**src/rtl/seq_divider.sv**
```systemverilog
// Iterative restoring divider with valid/ready handshakes, BITS_PER_CYCLE quotient bits per clock.
// Optional two's-complement mode is enabled by defining SEQ_DIVIDER_SIGNED_EN.
module seq_divider #(
    parameter int WIDTH          = 16,
    parameter int BITS_PER_CYCLE = 1
) (
    input  logic             clk,
    input  logic             reset_n,
    input  logic             in_valid,
    output logic             in_ready,
    input  logic [WIDTH-1:0] lop,
    input  logic [WIDTH-1:0] rop,
`ifdef SEQ_DIVIDER_SIGNED_EN
    input  logic             signed_op,
`endif
    output logic             out_valid,
    input  logic             out_ready,
    output logic [WIDTH-1:0] quot,
    output logic [WIDTH-1:0] mod,
    output logic             div_by_zero
);

    localparam int N     = WIDTH / BITS_PER_CYCLE;
    localparam int CNT_W = $clog2(N + 1);

    if (((WIDTH % BITS_PER_CYCLE) != 0) || (WIDTH < 2)) begin : g_bad_param
        $error("seq_divider: BITS_PER_CYCLE must divide WIDTH and WIDTH must be >= 2");
    end

    typedef enum logic [1:0] {
        IDLE = 2'd0,
        CALC = 2'd1,
        DONE = 2'd2
    } state_t;

    state_t             state_r;
    state_t             state_s;
    logic               in_ready_r;
    logic               out_valid_r;
    logic [WIDTH-1:0]   dividend_r;   // remaining dividend bits on top, quotient bits enter at bit 0
    logic [WIDTH-1:0]   divisor_r;
    logic [WIDTH-1:0]   partial_r;
    logic [CNT_W-1:0]   cnt_r;
    logic [WIDTH-1:0]   quot_r;
    logic [WIDTH-1:0]   mod_r;
    logic               dbz_r;
    logic               last_step_s;
    logic               rop_zero_s;
    logic [WIDTH-1:0]   lop_mag_s;
    logic [WIDTH-1:0]   rop_mag_s;
    logic [WIDTH-1:0]   work_s;
    logic [WIDTH-1:0]   rem_s;
    logic [WIDTH:0]     trial_s;
    logic [WIDTH-1:0]   quot_fix_s;
    logic [WIDTH-1:0]   mod_fix_s;

`ifdef SEQ_DIVIDER_SIGNED_EN
    logic               neg_quot_r;
    logic               neg_mod_r;
`endif

    assign rop_zero_s  = (rop == {WIDTH{1'b0}});
    assign last_step_s = (cnt_r == CNT_W'(N - 1));

    // Operand magnitudes presented to the unsigned core
    always_comb begin
        lop_mag_s = lop;
        rop_mag_s = rop;
`ifdef SEQ_DIVIDER_SIGNED_EN
        if (signed_op && lop[WIDTH-1]) begin
            lop_mag_s = {WIDTH{1'b0}} - lop;
        end else begin
            lop_mag_s = lop;
        end
        if (signed_op && rop[WIDTH-1]) begin
            rop_mag_s = {WIDTH{1'b0}} - rop;
        end else begin
            rop_mag_s = rop;
        end
`endif
    end

    // BITS_PER_CYCLE restoring steps, MSB first, with a WIDTH+1-bit trial subtract
    always_comb begin
        work_s  = dividend_r;
        rem_s   = partial_r;
        trial_s = {(WIDTH + 1){1'b0}};
        for (int i = 0; i < BITS_PER_CYCLE; i++) begin
            trial_s = {rem_s, work_s[WIDTH-1]};
            work_s  = {work_s[WIDTH-2:0], 1'b0};
            if (trial_s >= {1'b0, divisor_r}) begin
                trial_s   = trial_s - {1'b0, divisor_r};
                work_s[0] = 1'b1;
            end else begin
                work_s[0] = 1'b0;
            end
            rem_s = trial_s[WIDTH-1:0];
        end
    end

    // Sign fix-up applied as the final step retires
    always_comb begin
        quot_fix_s = work_s;
        mod_fix_s  = rem_s;
`ifdef SEQ_DIVIDER_SIGNED_EN
        if (neg_quot_r) begin
            quot_fix_s = {WIDTH{1'b0}} - work_s;
        end else begin
            quot_fix_s = work_s;
        end
        if (neg_mod_r) begin
            mod_fix_s = {WIDTH{1'b0}} - rem_s;
        end else begin
            mod_fix_s = rem_s;
        end
`endif
    end

    // Next-state decode
    always_comb begin
        state_s = state_r;
        case (state_r)
            IDLE: begin
                if (in_valid) begin
                    if (rop_zero_s) begin
                        state_s = DONE;
                    end else begin
                        state_s = CALC;
                    end
                end else begin
                    state_s = IDLE;
                end
            end
            CALC: begin
                if (last_step_s) begin
                    state_s = DONE;
                end else begin
                    state_s = CALC;
                end
            end
            DONE: begin
                if (out_ready) begin
                    state_s = IDLE;
                end else begin
                    state_s = DONE;
                end
            end
            default: state_s = IDLE;
        endcase
    end

    // State register with registered handshake flags
    always_ff @(posedge clk or negedge reset_n) begin
        if (!reset_n) begin
            state_r     <= IDLE;
            in_ready_r  <= 1'b1;
            out_valid_r <= 1'b0;
        end else begin
            state_r     <= state_s;
            in_ready_r  <= (state_s == IDLE);
            out_valid_r <= (state_s == DONE);
        end
    end

    // Datapath: operand capture, iteration and result registers
    always_ff @(posedge clk or negedge reset_n) begin
        if (!reset_n) begin
            dividend_r <= {WIDTH{1'b0}};
            divisor_r  <= {WIDTH{1'b0}};
            partial_r  <= {WIDTH{1'b0}};
            cnt_r      <= {CNT_W{1'b0}};
            quot_r     <= {WIDTH{1'b0}};
            mod_r      <= {WIDTH{1'b0}};
            dbz_r      <= 1'b0;
`ifdef SEQ_DIVIDER_SIGNED_EN
            neg_quot_r <= 1'b0;
            neg_mod_r  <= 1'b0;
`endif
        end else begin
            case (state_r)
                IDLE: begin
                    if (in_valid) begin
                        if (rop_zero_s) begin
                            quot_r <= {WIDTH{1'b1}};
                            mod_r  <= lop;
                            dbz_r  <= 1'b1;
                        end else begin
                            dividend_r <= lop_mag_s;
                            divisor_r  <= rop_mag_s;
                            partial_r  <= {WIDTH{1'b0}};
                            cnt_r      <= {CNT_W{1'b0}};
                            dbz_r      <= 1'b0;
`ifdef SEQ_DIVIDER_SIGNED_EN
                            neg_quot_r <= signed_op && (lop[WIDTH-1] ^ rop[WIDTH-1]);
                            neg_mod_r  <= signed_op && lop[WIDTH-1];
`endif
                        end
                    end
                end
                CALC: begin
                    dividend_r <= work_s;
                    partial_r  <= rem_s;
                    cnt_r      <= cnt_r + CNT_W'(1);
                    if (last_step_s) begin
                        quot_r <= quot_fix_s;
                        mod_r  <= mod_fix_s;
                    end
                end
                DONE: begin
                    quot_r <= quot_r;
                end
                default: begin
                    cnt_r <= {CNT_W{1'b0}};
                end
            endcase
        end
    end

    assign in_ready    = in_ready_r;
    assign out_valid   = out_valid_r;
    assign quot        = quot_r;
    assign mod         = mod_r;
    assign div_by_zero = dbz_r;

endmodule

```
**config.mk**
```make
export PLATFORM = sky130hd
export DESIGN_NAME = seq_divider
export DESIGN_NICKNAME = d
export VERILOG_FILES = /design/src/rtl/seq_divider.sv
export SDC_FILE = /design/constraint.sdc
export NUM_CORES = 1
export LEC_CHECK = 0
export CAP_MARGIN = 20
export CORE_UTILIZATION = 56
export CTS_BUF_LIST = sky130_fd_sc_hd__clkbuf_2
export DETAILED_ROUTE_END_ITERATION = 8
export GPL_TIMING_DRIVEN = 0
export PLACE_DENSITY = 0.82
export SYNTH_ARGS = -nofsm -noshare
export SYNTH_HDL_FRONTEND = slang
export SYNTH_SLANG_ARGS = --single-unit
```
**constraint.sdc**
```tcl
create_clock -name clk -period 3.2 [get_ports clk]
set_input_delay 0.8 -clock clk [delete_from_list [all_inputs] [get_ports clk]]
set_output_delay 0.8 -clock clk [all_outputs]
set_load 0.01 [all_outputs]
```
Word-level counts from Yosys, hierarchy flattened
Index checks and enable logic that the tools add are counted.
{"block": "op_classes", "addsub": 2, "mul": 0, "div": 0, "order_cmp": 1, "n_eq_ne": 8, "n_shift": 0, "muxes": 25, "bitwise": 2, "reduce_logical": 9}
{"cell": "2-to-1 mux 16 bit", "count": 11}
{"cell": "one-hot mux 16 bit (2 select lines)", "count": 4}
{"cell": "greater-or-equal comparator 17 x 16 -> 1 bit", "count": 1}
{"cell": "zero test 16 bit", "count": 1}
{"cell": "subtractor 16 bit", "count": 1}
{"cell": "one-hot mux 5 bit (3 select lines)", "count": 1}
{"cell": "2-to-1 mux 5 bit", "count": 2}
{"cell": "AND reduction 3 bit", "count": 3}
{"cell": "2-to-1 mux 2 bit", "count": 4}
{"cell": "!= test 2 bit, second input constant", "count": 4}
{"cell": "one-hot mux 2 bit (3 select lines)", "count": 1}
{"cell": "adder 5 x 1 -> 5 bit, second input constant", "count": 1}
{"cell": "== test 5 x 4 -> 1 bit, second input constant", "count": 1}
{"cell": "== test 2 bit, second input constant", "count": 2}
{"cell": "zero test 2 bit", "count": 2}
{"cell": "AND reduction 4 bit", "count": 1}
{"cell": "== test 2 x 1 -> 1 bit, second input constant", "count": 1}
{"cell": "2-to-1 mux 1 bit", "count": 2}
{"cell": "NOT 1 bit", "count": 2}
{"cell": "AND reduction 2 bit", "count": 1}
{"cell": "nonzero test 2 bit", "count": 1}
{"block": "totals", "register_bits": 90, "latch_bits": 0, "ramBits": 0, "rom_bits": 0, "in_bits": 36, "out_inout_bits": 35, "word_cells": 57, "n_memories": 0}

Logic depth before layout (Yosys ltp)
Gate-level depths: netlist of the first run.
{"block": "depth", "word_depth": 5, "ltp_mapped": 11}

Worst setup path after synthesis of the first run
OpenSTA, ideal clock, no wires.
{"block": "synth_timing", "path_type": "input -> register", "startpoint": "input port rop[1]", "endpoint": "register divisor_r[10]", "arrival_ps": 2163, "slack_ps": 912, "path_stages": 5, "n_path_buf": 1, "path_cell_list": "nor4_1 nand4_1 nand3_1 buf_2 mux2_2"}
{"block": "synth_via", "elab_chain_cells": 3}
{"item": "from (decl)", "line_no": "12", "source": "input logic [WIDTH-1:0] rop,"}
{"item": "zero test 16 bit", "line_no": "62", "source": "assign rop_zero_s = (rop == {WIDTH{1'b0}});"}
{"item": "NOT 1 bit (no source line)"}
{"item": "AND reduction 3 bit (no source line)"}
{"item": "to (signal assigned)", "line_no": "169", "source": "divisor_r <= {WIDTH{1'b0}};"}
{"item": "to (signal assigned)", "line_no": "189", "source": "divisor_r <= rop_mag_s;"}
{"item": "to (decl)", "line_no": "41", "source": "logic [WIDTH-1:0] divisor_r;"}
No other way between the ends.
A chain may end at the register's enable or synchronous reset.

Worst setup path after layout of the first run
{"block": "layout_timing", "startpoint": "input port rop[1]", "endpoint": "register divisor_r[7]"}
Same word-level chain as after synthesis.

==> results_dict.tcl, run 1 <==
set metrics [dict create \
    fillers 652 \
    skew_ns 0.0242 \
    path_clk_slew_ns 0.24 \
    setup_viol 0 \
    dr.pass1.iters 7 \
    post_drt_wl_per_cell_um 16.7 \
    ctsHoldBuffers 0 \
    vias 4169 \
    worst_pin_slew_ns 0.601 \
    path_cells "clkdlybuf4s50_1 -> nor4_1 -> nand4_1 -> nand3_1 -> buf_2 -> mux2_2" \
    finalCritPeriodShare 0.864 \
    ys_types 56 \
    cts_buffers 9 \
    pre_cts_slack_ns -0.210 \
    fp.coreArea_mm2 0.00822 \
    fin_crit_ns 2.76 \
    syn-cell-area_mm2 0.00476 \
    fin_nets 640 \
    syn_nets 558 \
    maxCapViolCount 0 \
    avgSynthCellArea_um2 9.46 \
    hp-class "in2async" \
    cpPeakStageDelay_ns 0.49 \
    cts_tree "done" \
    final_cell_mix "dfrtp_1, clkdlybuf4s50_1, nand2_1, nor2_1, a21oi_1" \
    endpoint_kind "register" \
    power.density_mw_per_mm2 1180 \
    slew_viol_final 0 \
    slowest_stage "nand3_1" \
    n_antenna_cell 0 \
    postRouteWirelength_um 11600 \
    die_w_um 94.2 \
    worstPathMaxFanout 10 \
    antenna_found_initial 0 \
    fmax_mhz 362 \
    seq_area_frac_synth 0.473 \
    ys.warnings.count 0 \
    cts_setup_buffers 0 \
    dieArea_mm2 0.00887 \
    power.total_mw 6.77 \
    max-slew-margin-rel 0.598 \
    final_common_cell "dfrtp_1" \
    finalHoldViolations 0 \
    cts_root_buf "clkbuf_2" \
    synth_edf_count 0 \
    grt.overflow.total 0 \
    vias_per_cell 6.00 \
    ys_ff_latch 90 \
    first_iter_violations 328 \
    drc_errors 0 \
    initial_utilization 0.579 \
    syn_to_final_growth_pct 21.0 \
    grt_max_degree 48 \
    cts_max_level 3 \
    detail-route-antenna-nets 0 \
    fp-row-count 33 \
    postSynthCellCount 503 \
    required_ns 3.69 \
    grtUsageTotal 0.285 \
    post_cts_resized 0 \
    critPathLaunchType "primary input" \
    clock-sinks 90 \
    fin_setup_tns_ns 0 \
    grt_pass1_vias 4155 \
    power_leakage_nw 2.57 \
    outcome "finished clean" \
    grt_setup_unrepaired "false" \
    cts.path.max_buffers 2 \
    ios 71 \
    critPathKind "in2reg" \
    setup_slack_ns 0.436 \
    grt_first_pass_wirelength_um 19200 \
    async_flop_share 1.00 \
    hpwl_um 8880 \
    crit_arrival_ns 3.26 \
    synthFlopType "dfrtp_1" \
    insertion_delay_ns 0.58 \
    vdd_drop_max_mv 0.516 \
    drive_above_1_share 0.107 \
    die_h_um 94.2 \
    portBuffers 70 \
    gp_congestion 0.915 \
]
==> cell type report <==
| class | instances | area (um^2) | share of cell area |
|---|---|---|---|
| well taps | 105 | 131 | 0.0228 |
| multi-input cells | 365 | 2300 | 0.400 |
| flip-flops and latches | 90 | 2250 | 0.391 |
| repair buffers | 71 | 726 | 0.126 |
| clock buffers | 9 | 45.0 | 0.00782 |
| plain buffers | 27 | 126 | 0.0219 |
| clock inverters | 7 | 97.6 | 0.0169 |
| inverters | 21 | 78.8 | 0.0137 |
==> state kept, by name, summed over array words and instances (netlist names) <==
name         flops
mod             16
divisor_r       16
in_ready         1
dividend_r      16
cnt_r            5
out_valid        1
div_by_zero      1
state_r          2
partial_r       16
quot            16
==> worst paths after layout <==
path,startpoint,to,slack [ns],cells after the start
worst max-delay path,rop[1],divisor_r[7],0.44,6
worst min-delay path,reset_n,divisor_r[0],0.18,1
worst min register to register,state_r[1],in_ready,0.53,1
max in group asynchronous,reset_n,partial_r[9],2.41,2
min in group clk,state_r[1],in_ready,0.53,1
worst max register to register,dividend_r[15],partial_r[12],0.50,11
==> metrics by stage <==
step / std cells / instance area [um^2] / hold slack (ns) / utilization
floorplan: 503 / 4760 / 0.450 / -
global route: 695 / 5760 / 0.197 / 0.701
detailed placement: 679 / 5620 / 0.482 / 0.684
finish: 695 / 5760 / 0.178 / 0.701
global placement: 678 / 5590 / 0.470 / 0.681
CTS: 695 / 5760 / 0.189 / 0.701
==> kinds of logic (layout without fill, tap and decap cells) <==
kind of cell	count (synthesis)	in the layout	share of synthesized area
flip-flops	90	90	0.473
multiplexers	28	28	0.0631
AND/OR/NAND/NOR	157	157	0.149
AO/OA/AOI/OAI	148	148	0.196
buffers and inverters	48	135	0.0431
adder cells (fa/ha/maj)	19	19	0.0515
XOR/XNOR	13	13	0.0239
==> critical path: cells and delay by family <==
kind                   cells  cell delay (ns)
AND/OR/NAND/NOR            3             1.31
buffers and inverters      2             0.78
multiplexers               1             0.37
==> synthesized netlist by cell type (2+ instances only) <==
master     n  area (um^2)
dfrtp_1   89         2230
nor3_2     2         20.0
nand2b_1   3         18.8
a21o_1    20          150
buf_2     17         85.1
nand2_1   58          218
o21ai_1    4         20.0
a211oi_1   5         37.5
xor2_1     8         70.1
a31oi_1   10         62.6
clkbuf_1   8         30.0
xnor2_1    5         43.8
ha_1      18          225
mux2i_1   12          120
inv_1     20         75.1
o21bai_1   2         15.0
o211ai_1   2         15.0
o311ai_0   2         17.5
or3_1      6         37.5
nand4_1    7         43.8
mux2_2    16          180
o31ai_1    4         30.0
nor2b_1    3         18.8
a21oi_1   44          220
o22a_1     6         52.6
a21oi_2    2         17.5
nand3_1   13         65.1
nor4_1     4         25.0
o21ai_0   34          170
nor2_1    53          199
==> metal layers <==
| metal | track usage | up-vias | routed length [um] |
|---|---|---|---|
| met1 | 0.356 | 2021 | 4860 |
| li1 | - | 1946 | - |
| met5 | 0 | - | 0 |
| met2 | 0.470 | 166 | 5640 |
| met4 | 0.138 | 0 | 386 |
| met3 | 0.0542 | 36 | 734 |
==> report_power, final <==
group | switching, mW | internal, mW
registers | 0.361 | 1.66
logic | 2.28 | 1.80
clock network | 0.412 | 0.264
total | 3.05 | 3.72
Power figures use the tool's default switching activity.
==> run 2, diff against run 1 <==
- CELL_PAD_IN_SITES_DETAIL_PLACEMENT: default -> 2
- CELL_PAD_IN_SITES_GLOBAL_PLACEMENT: default -> 2
- CORE_UTILIZATION: 56 -> 35
- PLACE_DENSITY: 0.82 -> default
- PLACE_DENSITY_LB_ADDON: default -> 0.1
==> results_dict.tcl, run 2 (synthesis results as in run 1) <==
set metrics [dict create \
    outcome "finished clean" \
    first_iter_violations 143 \
    placed_cell_area_mm2 0.00571 \
    finalHoldViolations 0 \
    finalCritPeriodShare 0.922 \
    hp-class "in2async" \
    grt.overflow.total 0 \
    cts_setup_buffers 0 \
    endpoint_kind "register" \
    hpwl_um 11700 \
    antenna_found_initial 0 \
    power.density_mw_per_mm2 1190 \
    fp.coreArea_mm2 0.0132 \
    maxCapViolCount 0 \
    die_w_um 119 \
    final_cell_mix "dfrtp_1, clkdlybuf4s50_1, nand2_1, nor2_1, a21oi_1" \
    cts_tree "done" \
    power_switching_mw 3.25 \
    comb_power_share 0.617 \
    p_int_mw 3.64 \
    required_ns 3.68 \
    drc_errors 0 \
    globalRouteMet2Util 0.402 \
    vias_per_cell 5.42 \
    fin_nets 640 \
    power_frac_seq 0.297 \
    setup_slack_ns 0.249 \
    post_cts_resized 0 \
    cts_buffers 9 \
    fmax_mhz 339 \
    vias 4148 \
    n_antenna_cell 0 \
    crit_arrival_ns 3.43 \
    critPathKind "in2reg" \
    critPathLaunchType "primary input" \
    fp-row-count 42 \
    worst_pin_slew_ns 0.696 \
    worstPathMaxFanout 10 \
    clock-sinks 90 \
    ios 71 \
    grtUsageTotal 0.229 \
    final_core_util 0.439 \
    portBuffers 70 \
    detail-route-antenna-nets 0 \
    initial_utilization 0.359 \
    dieArea_mm2 0.0141 \
    grt_first_pass_wirelength_um 24900 \
    slew_viol_final 0 \
    syn_to_final_growth_pct 22.2 \
    insertion_delay_ns 0.61 \
    cts.path.max_buffers 2 \
    die_h_um 119 \
    busiest_layer "met2" \
    skew_ns 0.0555 \
    cts_root_buf "clkbuf_2" \
    grtUsageMet1 0.295 \
    drive_above_1_share 0.105 \
    grt_setup_unrepaired "false" \
    vdd_drop_max_mv 0.292 \
    post_drt_wl_per_cell_um 19.8 \
    grt_pass1_vias 4648 \
    postRouteWirelength_um 15100 \
    pre_cts_slack_ns -0.335 \
    path_clk_slew_ns 0.25 \
    power_leakage_nw 2.55 \
    gp_congestion 0.800 \
    cts_max_level 3 \
    final_common_cell "dfrtp_1" \
    dr.pass1.iters 4 \
    pwr-share-clk 0.086 \
    fin_crit_ns 2.95 \
    ctsHoldBuffers 0 \
    max-slew-margin-rel 0.536 \
    use_met3 0.0285 \
    grt_max_degree 66 \
    netSwitchingFraction 0.471 \
    fin_area_mm2 0.00582 \
    fin_setup_tns_ns 0 \
    setup_viol 0 \
]
## run 2: cell count changes in the layout (fill, tap and decap cells not counted)
| cell | change |
|---|---|
| inv_6 | -2 |
| bufinv_16 | -1 |
| clkinv_4 | +1 |
| clkinvlp_4 | +1 |
## run 2: worst paths after layout
kind                            slack (ns)             to  depth (start not counted)            from
worst max-delay path                  0.25        quot[8]                          7          rop[1]
worst min-delay path                   0.1       cnt_r[0]                          1         reset_n
worst max register to register        0.35  partial_r[12]                         11  dividend_r[15]
worst min register to register        0.52    div_by_zero                          1     div_by_zero
max in group asynchronous             2.44  partial_r[14]                          2         reset_n
min in group clk                      0.52    div_by_zero                          1     div_by_zero
## run 2: layout make-up
cell class                      count  area, um^2
Timing Repair Buffer               71         726
Clock buffer                        9        45.0
Fill cell                        1510        7430
Tap cell                          176         220
Inverter                           21        78.8
Buffer                             27         126
Clock inverter                      6        66.3
Multi-Input combinational cell    365        2300
Sequential cell                    90        2250
## run 2: per-layer routing
metal,routed length (um),up-vias,part of all wire
met1,6840,2161,0.45
met5,0,-,0
met4,143,0,0.0094
met3,305,9,0.020
met2,7860,50,0.52
li1,-,1928,-
## run 2: power groups by stage
| stage | clock, mW | combinational, mW | sequential [mW] |
|---|---|---|---|
| after global placement | 0 | 4.11 | 2.05 |
| after global routing | 0.655 | 4.73 | 2.11 |
| final | 0.596 | 4.25 | 2.05 |
| after CTS | 0.622 | 4.31 | 2.06 |
| after floorplan | 0 | 2.83 | 2.02 |
| after detailed placement | 0 | 4.28 | 2.09 |
## run 2: worst max-delay path, cell delays in order
cell and delay, ns:
clkdlybuf4s50_1 0.43, nor4_1 0.50, nand4_1 0.44, o21ai_1 0.38
buf_2 0.29, buf_1 0.42, a21oi_1 0.15
## run 2: stage by stage
step                power (mW)  hold slack [ns]  cells
floorplan                 4.85            0.450    503
detailed placement        6.36            0.472    750
CTS                       6.99           0.0393    765
finish                    6.90           0.0963    765
global route              7.50           0.0723    765
global placement          6.16            0.465    749
==> run 3, diff against run 2 <==
- ABC_AREA: default -> 1
- CORE_UTILIZATION: 35 -> 33
- clock period: 3.2 -> 2.9 ns (I/O delays scaled with it)
==> results_dict.tcl, run 3 <==
set metrics [dict create \
    cts_tree "done" \
    postSynthCellCount 682 \
    power.total_mw 8.54 \
    synth_top_area_share 0.432 \
    pre_cts_slack_ns -0.252 \
    hpwl_um 14100 \
    cts_max_level 3 \
    final_cell_mix "nand2_1, dfrtp_1, inv_1, clkdlybuf4s50_1, nand3_1" \
    synthFlopType "dfrtp_1" \
    fillers 1814 \
    ys.warnings.count 0 \
    ctsHoldBuffers 0 \
    insertion_delay_ns 0.61 \
    clock-sinks 90 \
    finalCritPeriodShare 0.855 \
    worst_pin_slew_ns 0.592 \
    power.density_mw_per_mm2 1370 \
    syn-cell-area_mm2 0.00515 \
    setup_viol 0 \
    ys_types 37 \
    hp-class "in2async" \
    power_switching_mw 4.32 \
    synth_common_cells "nand2_1, dfrtp_1, inv_1" \
    worst-r2r-setup-slack_ns 0.48 \
    post_cts_resized 0 \
    pwr-share-clk 0.088 \
    dieArea_mm2 0.0161 \
    ys_ff_latch 90 \
    p_int_mw 4.22 \
    avgSynthCellArea_um2 7.56 \
    vias_per_cell 5.08 \
    synth_edf_count 0 \
    max-slew-margin-rel 0.606 \
    outcome "finished clean" \
    die_w_um 127 \
    whs_ns 0.0727 \
    skew_ns 0.0479 \
    layout.cells.non_filler 958 \
    gp_congestion 0.833 \
    comb_power_share 0.644 \
    path_clk_slew_ns 0.25 \
    fin_nets 819 \
    crit_arrival_ns 3.02 \
    fp-row-count 45 \
    syn_to_final_growth_pct 21.3 \
    endpoint_kind "register" \
    dr.pass1.iters 4 \
    drc_errors 0 \
    grt.overflow.total 0 \
    post_drt_wl_per_cell_um 18.1 \
    slew_viol_final 0 \
    synth_top_cell_by_area "dfrtp_1" \
    netSwitchingFraction 0.506 \
    cts_setup_buffers 0 \
    fp.coreArea_mm2 0.0152 \
    synth.most_common_cell "nand2_1" \
    cts.path.max_buffers 2 \
    antenna_found_initial 1 \
    first_iter_violations 155 \
    syn_nets 737 \
    grt_max_degree 52 \
    postRouteWirelength_um 17300 \
    initial_utilization 0.339 \
    power_frac_seq 0.267 \
    async_flop_share 1.00 \
    ys_top_cells_by_area "dfrtp_1, nand2_1, inv_1, nand3_1, ha_1" \
    grt_pass1_vias 5489 \
    portBuffers 70 \
    cts_root_buf "clkbuf_2" \
    power_leakage_nw 3.03 \
    fin_setup_tns_ns 0 \
    final_common_cell "nand2_1" \
    detail-route-antenna-nets 0 \
    finalHoldViolations 0 \
    grt_setup_unrepaired "false" \
    setup_slack_ns 0.419 \
    vdd_drop_max_mv 0.464 \
    fin_crit_ns 2.48 \
    fmax_mhz 403 \
    dpl.cell_count 941 \
    seq_area_frac_synth 0.437 \
    grt_first_pass_wirelength_um 28500 \
    vias 4867 \
    grtUsageTotal 0.231 \
    worstPathMaxFanout 10 \
    required_ns 3.44 \
    critPathKind "in2reg" \
    die_h_um 127 \
    ios 71 \
    critPathLaunchType "primary input" \
    maxCapViolCount 0 \
    cts_buffers 9 \
    drive_above_1_share 0.0780 \
]
==> run 3: worst paths after layout <==
check | start | endpoint | depth (start not counted)
setup / recovery | rop[13] | mod[12] | 12
hold / removal | reset_n | divisor_r[15] | 1
setup reg to reg | cnt_r[0] | mod[6] | 12
hold reg to reg | quot[3] | quot[3] | 2
max in group asynchronous | reset_n | in_ready | 2
min in group clk | quot[3] | quot[3] | 2
==> run 3: layer usage <==
layer  share of wire  GRT usage
met1            0.44      0.277
met2            0.52      0.429
met3           0.021     0.0385
met4           0.012     0.0567
met5               0          0
==> run 3: worst max-delay path: stages <==
cell             delay [ns]
clkdlybuf4s50_1        0.44
nor2_1                 0.11
nand2_1                0.06
nor2_1                 0.23
nand2_1                0.15
nand2_1                0.14
nand2_1                0.24
clkbuf_1               0.29
a21oi_1                0.33
nand3_1                0.18
nand2_1                0.09
inv_1                  0.04
==> run 3: cells by family after synthesis <==
family	share of synthesized area
DFF	0.437
buffers and inverters	0.0905
muxes	0.00218
xor gates and xnor gates	0.0136
adders and majority gates	0.0476
AOI/OAI and AO/OA	0.0983
and+or+nand+nor	0.311
==> run 3: stage by stage <==
step / area [um^2] / utilization
after floorplan: 5150 / -
after global placement: 6090 / 0.401
after detailed placement: 6120 / 0.402
after CTS: 6250 / 0.411
after global routing: 6250 / 0.411
final: 6250 / 0.411
==> run 3: power groups by stage <==
| stage | combinational (mW) | clock (mW) | sequential (mW) |
|---|---|---|---|
| after floorplan | 3.62 | 0 | 2.28 |
| after global placement | 5.27 | 0 | 2.29 |
| after detailed placement | 5.55 | 0 | 2.32 |
| after CTS | 5.61 | 0.786 | 2.29 |
| after global routing | 6.22 | 0.826 | 2.35 |
| final | 5.50 | 0.754 | 2.28 |
==> run 3: cell type report <==
cell class | count | area [um^2] | area share
clock inverter | 7 | 91.3 | 0.0146
buffer | 27 | 125 | 0.0200
sequential | 90 | 2250 | 0.360
timing repair buffer | 71 | 726 | 0.116
clock buffer | 9 | 45.0 | 0.00720
antenna | 1 | 2.50 | 0.000400
tap | 188 | 235 | 0.0376
multi-input combinational | 474 | 2430 | 0.389
inverter | 91 | 342 | 0.0546
